==> src/rtl/cpu_bus_pkg.sv <==
// Shared CPU bus types and DMA controller state encoding.
package cpu_bus_pkg;

    typedef logic [15:0] cpu_addr_t;
    typedef logic [7:0]  cpu_data_t;

    localparam cpu_addr_t DmaRegAddrDefault  = 16'h4014;
    localparam cpu_addr_t OamDataAddrDefault = 16'h2004;

    typedef enum logic [2:0] {
        StIdle,
        StHaltWait,
        StAlign,
        StRead,
        StWrite
    } dma_state_t;

endpackage

==> src/rtl/oam_dma_bus_mux.sv <==
// Combinational select between the CPU bus and the DMA engine's read/write cycles.
module oam_dma_bus_mux
    import cpu_bus_pkg::*;
#(
    parameter cpu_addr_t OAM_DATA_ADDR = OamDataAddrDefault
) (
    input  dma_state_t state_i,
    input  logic       dma_owner_i,
    input  cpu_addr_t  cpu_addr_i,
    input  cpu_data_t  cpu_data_i,
    input  logic       cpu_we_i,
    input  cpu_data_t  page_i,
    input  cpu_data_t  idx_i,
    input  cpu_data_t  data_i,
    output cpu_addr_t  bus_addr_o,
    output cpu_data_t  bus_data_o,
    output logic       bus_we_o
);

    always_comb begin
        bus_addr_o = cpu_addr_i;
        bus_data_o = cpu_data_i;
        bus_we_o   = cpu_we_i;
        if (dma_owner_i) begin
            bus_we_o   = 1'b0;
            bus_data_o = data_i;
            case (state_i)
                StRead: bus_addr_o = {page_i, idx_i};
                StWrite: begin
                    bus_addr_o = OAM_DATA_ADDR;
                    bus_we_o   = 1'b1;
                end
                // Alignment dummy cycle keeps the CPU's address on a read strobe.
                default: bus_addr_o = cpu_addr_i;
            endcase
        end
    end

endmodule

==> src/rtl/oam_dma_ctrl.sv <==
// Sprite DMA controller: halts the CPU, copies one 256-byte page to the OAM data port,
// then hands the bus back.
module oam_dma_ctrl
    import cpu_bus_pkg::*;
#(
    parameter logic [15:0] DMA_REG_ADDR  = DmaRegAddrDefault,
    parameter logic [15:0] OAM_DATA_ADDR = OamDataAddrDefault
) (
    input  logic        clk,
    input  logic        rst,
    input  logic [15:0] cpu_addr_i,
    input  logic [7:0]  cpu_data_i,
    input  logic        cpu_we_i,
    input  logic [7:0]  bus_data_i,
    output logic [15:0] bus_addr_o,
    output logic [7:0]  bus_data_o,
    output logic        bus_we_o,
    output logic        rdy_o,
    output logic        busy_o,
    output logic        dma_owner_o,
    output logic        done_o
);

    dma_state_t state_q, state_d;
    logic [7:0] page_q, page_d;
    logic [7:0] idx_q, idx_d;
    logic [7:0] data_q, data_d;
    logic       phase_q, phase_d;

    logic dma_reg_wr;
    assign dma_reg_wr = cpu_we_i && (cpu_addr_i == DMA_REG_ADDR);

    always_comb begin
        state_d     = state_q;
        page_d      = page_q;
        idx_d       = idx_q;
        data_d      = data_q;
        phase_d     = ~phase_q;
        rdy_o       = 1'b0;
        dma_owner_o = 1'b0;
        done_o      = 1'b0;

        unique case (state_q)
            StIdle: begin
                rdy_o = 1'b1;
                if (dma_reg_wr) begin
                    page_d  = cpu_data_i;
                    idx_d   = 8'h00;
                    state_d = StHaltWait;
                end
            end
            StHaltWait: begin
                // The CPU only stops on a read; writes keep flowing and may re-trigger.
                if (cpu_we_i) begin
                    if (dma_reg_wr) begin
                        page_d = cpu_data_i;
                    end
                end else begin
                    state_d = phase_q ? StRead : StAlign;
                end
            end
            StAlign: begin
                dma_owner_o = 1'b1;
                state_d     = StRead;
            end
            StRead: begin
                dma_owner_o = 1'b1;
                data_d      = bus_data_i;
                state_d     = StWrite;
            end
            StWrite: begin
                dma_owner_o = 1'b1;
                if (idx_q == 8'hFF) begin
                    done_o  = 1'b1;
                    state_d = StIdle;
                end else begin
                    idx_d   = idx_q + 8'd1;
                    state_d = StRead;
                end
            end
            default: state_d = StIdle;
        endcase

        busy_o = (state_q != StIdle);
    end

    always_ff @(posedge clk) begin
        if (rst) begin
            state_q <= StIdle;
            page_q  <= 8'h00;
            idx_q   <= 8'h00;
            data_q  <= 8'h00;
            phase_q <= 1'b0;
        end else begin
            state_q <= state_d;
            page_q  <= page_d;
            idx_q   <= idx_d;
            data_q  <= data_d;
            phase_q <= phase_d;
        end
    end

    oam_dma_bus_mux #(
        .OAM_DATA_ADDR (OAM_DATA_ADDR)
    ) u_bus_mux (
        .state_i     (state_q),
        .dma_owner_i (dma_owner_o),
        .cpu_addr_i  (cpu_addr_i),
        .cpu_data_i  (cpu_data_i),
        .cpu_we_i    (cpu_we_i),
        .page_i      (page_q),
        .idx_i       (idx_q),
        .data_i      (data_q),
        .bus_addr_o  (bus_addr_o),
        .bus_data_o  (bus_data_o),
        .bus_we_o    (bus_we_o)
    );

endmodule

==> config.mk <==
export PLATFORM = sky130hd
export DESIGN_NAME = oam_dma_ctrl
export DESIGN_NICKNAME = d
export VERILOG_FILES = /design/src/rtl/cpu_bus_pkg.sv /design/src/rtl/oam_dma_bus_mux.sv /design/src/rtl/oam_dma_ctrl.sv
export SDC_FILE = /design/constraint.sdc
export NUM_CORES = 1
export LEC_CHECK = 0
export ABC_AREA = 0
export BUFFER_PORTS_ARGS = -buffer_cell sky130_fd_sc_hd__buf_2
export CAP_MARGIN = 5
export CORE_MARGIN = 8
export CORE_UTILIZATION = 43
export DETAILED_ROUTE_END_ITERATION = 12
export PLACE_DENSITY = 0.75
export SLEW_MARGIN = 0
export SYNTH_ARGS = -nofsm -noshare
export SYNTH_HDL_FRONTEND = slang
export SYNTH_SLANG_ARGS = --single-unit
==> constraint.sdc <==
create_clock -name clk -period 1.61 [get_ports clk]
set_input_delay 0 -clock clk [delete_from_list [all_inputs] [get_ports clk]]
set_output_delay 0 -clock clk [all_outputs]
set_load 0.05 [all_outputs]
==> impl_metrics.tcl <==
set metrics [dict create \
    hpwl_um 3800 \
    cts_tree "built" \
    ir_drop_v 0.000762 \
    relSlewSlack 0.755 \
    hold_viol 0 \
    max_stage_delay_ns 0.37 \
    antenna_found_initial 0 \
    dp_cells 313 \
    rows 22 \
    criticalPathCategory "register to output pin" \
    num_vias 1889 \
    clkTransAtPathRegs_ns 0.16 \
    setup_viol 26 \
    remaining_drc_errors 0 \
    cts_buffers 3 \
    finalCoreUtilization 0.768 \
    final_cells 342 \
    cp.required_ns 1.61 \
    cpMostUsedCell "buf_6" \
    path_cells "nor3b_4, buf_6, a21oi_4, buf_12, mux2_2, buf_6" \
    place_ws_ns -0.220 \
    yosysWarnings 0 \
    nets 331 \
    yosysUniqueCellTypes 42 \
    rsz0062_at_grt "yes" \
    fin_ws_ns -0.156 \
    htree_levels 1 \
    drt_iter0_markers 138 \
    tightest_slew_ns 0.363 \
    hp-class "primary input to register" \
    cts_sinks 28 \
    wl_um 6090 \
    synth_compound_area_frac 0.199 \
    io_pins 64 \
    mostFrequentLayoutCells "buf_2, nand2_1, dfxtp_1, buf_6" \
    slowest_stage "dfxtp_2" \
    synth_cells 193 \
    synth_top_family_by_area "simple AND/OR/NAND/NOR gates" \
    synth.net_count 229 \
    synth_mux_area_frac 0.108 \
    synth-seq-cells 28 \
    antennaDiodeCount 0 \
    die_w_um 76.4 \
    gp_congestion 0.930 \
    area_delta_synth_final_pct 75.1 \
    yosys.area_share.adder 0.00797 \
    powerDensity_mw_per_mm2 563 \
    grt_pass1_vias 1981 \
    grt_first_pass_wirelength_um 9230 \
    mostFrequentLayoutCell "buf_2" \
    cp_max_fo 9 \
    wl_per_cell_um 17.8 \
    crit_arrival_ns 1.77 \
    via_per_inst 5.52 \
    slew_violations 0 \
    core_mm2 0.00358 \
    fmax_mhz 566 \
    synth_xor_area_frac 0.00558 \
    syn_area_per_cell_um2 8.14 \
    skew_ns 0.00634 \
    yosysSeqAreaShare 0.357 \
    period_share 1.10 \
    fin_crit_ns 1.77 \
    root_buffer "clkbuf_4" \
    ant_nets 0 \
    cp-start-kind "register" \
    leakagePower_nw 1.19 \
    drive_gt1_frac 0.452 \
    start_util 0.439 \
    dr.pass1.iters 4 \
    die_area_mm2 0.00584 \
    die_h_um 76.4 \
    gr-usage-all-layers 0.192 \
    clock_latency_ns 0.35 \
    grt_max_degree 25 \
    outcome "complete, but fails checks" \
    grt.overflow.total 0 \
    violations "setup timing" \
    synth-simple-area-share 0.277 \
    power_mw 1.55 \
    cts_buffer_depth 2 \
    synthesis.area_mm2 0.00157 \
    crit_path_end_kind "output pin" \
    numPortBuffers 63 \
    cap_violations 0 \
    fin_setup_tns_ns -2.77 \
]
[routing by layer]
layer  wire length, µm  vias to the layer above  global-route usage
met4               190                        0               0.104
met1              2320                      899               0.201
li1                  -                      901                   -
met3               441                       18              0.0625
met5                 0                        -                   0
met2              3130                       71               0.332
[report_power, final]
part / internal (mW) / leakage [nW] / total (mW) / switching, mW
registers: 0.692 / 0.229 / 0.693 / 0.00125
clock network: 0.253 / 0.0279 / 0.482 / 0.230
logic: 0.162 / 0.938 / 0.373 / 0.211
total: 1.11 / 1.19 / 1.55 / 0.442
[cells in the mapped netlist]
library cell  count  area share
a31oi_1           2      0.0080
a21oi_1          13       0.041
mux2i_1           8       0.051
nor3_4            1       0.010
nor4b_4           1       0.015
o31ai_1           1      0.0048
or2_0             1      0.0040
and2_1            1      0.0040
a311oi_1          1      0.0056
o311ai_0          1      0.0056
inv_1             4      0.0096
a22o_1           14       0.078
nand4_1           2      0.0080
o21a_1            1      0.0048
clkbuf_1          6       0.014
nor3_1            4       0.013
o22ai_1           1      0.0040
and3_1            3       0.012
nand2_1          28       0.067
mux2_1            8       0.057
nor4bb_1          1      0.0064
a22oi_1           1      0.0048
nand3_1           9       0.029
nor3b_1           1      0.0048
buf_2             2      0.0064
nor3b_2           1      0.0080
nand3b_1          1      0.0048
buf_1             1      0.0024
a211oi_1          1      0.0048
a21oi_2           1      0.0056
nor2_1           23       0.055
or3_4             1      0.0072
nand3_2           1      0.0064
o21ai_1           2      0.0064
nor4b_1           2       0.011
ha_1              1      0.0080
inv_2             2      0.0048
xnor2_1           1      0.0056
dfxtp_1          28        0.36
o21ai_0           8       0.025
buf_6             1      0.0072
nor2b_1           3       0.012
[cell families after synthesis]
logic type,count (synthesis)
buffers and inverters,16
DFF,28
muxes,16
and+or+nand+nor,84
xor gates and xnor gates,1
adders and majority gates,1
AOI/OAI and AO/OA,47
[stage by stage]
step           area, µm²  hold WS [ns]
6_report            2750        0.0984
5_1_grt             2750         0.132
4_1_cts             2520         0.106
3_5_place_dp        2090         0.249
3_3_place_gp        2090         0.241
2_1_floorplan       1610         0.136
[worst max-delay path: cells and delay by family, from the launching register on]
family                 cells  cell delay (ns)
muxes                      1             0.35
and+or+nand+nor            1             0.15
buffers and inverters      3             0.42
AOI/OAI and AO/OA          1             0.13
DFF                        1             0.37
[layout make-up]
cell class | count | area, µm²
clock buffers | 3 | 22.5
clock inverters | 1 | 30.0
fillers | 229 | 830
inverters | 6 | 22.5
multi-input cells | 149 | 1080
flip-flops and latches | 28 | 573
well taps | 48 | 60.1
repair buffers | 107 | 956
[sequential cells by signal, indices dropped and copies added (netlist names)]
name,cells
idx_q,8
phase_q,1
data_q,8
state_q,3
page_q,8
[path summary, 6_finish.rpt]
path                                     start            end  slack, ns  depth (start not counted)
worst max-delay path                state_q[2]  bus_data_o[0]      -0.16                          6
worst min-delay path            cpu_addr_i[13]     state_q[0]        0.1                          5
worst max register to register      state_q[1]      page_q[1]      -0.04                          6
worst min register to register         phase_q        phase_q       0.45                          1
[what timing repair did]
| action | in CTS | in global routing |
|---|---|---|
| endpoints found under the setup margin | 26 | 36 |
| pin swaps | 2 | 2 |
| endpoints found under the hold margin | 18 | 0 |
| resized for setup | 53 | 45 |
| setup buffers | 5 | 1 |
| gates cloned | 0 | 2 |
| hold buffers | 17 | 0 |
(Power assumes the default switching activity.)
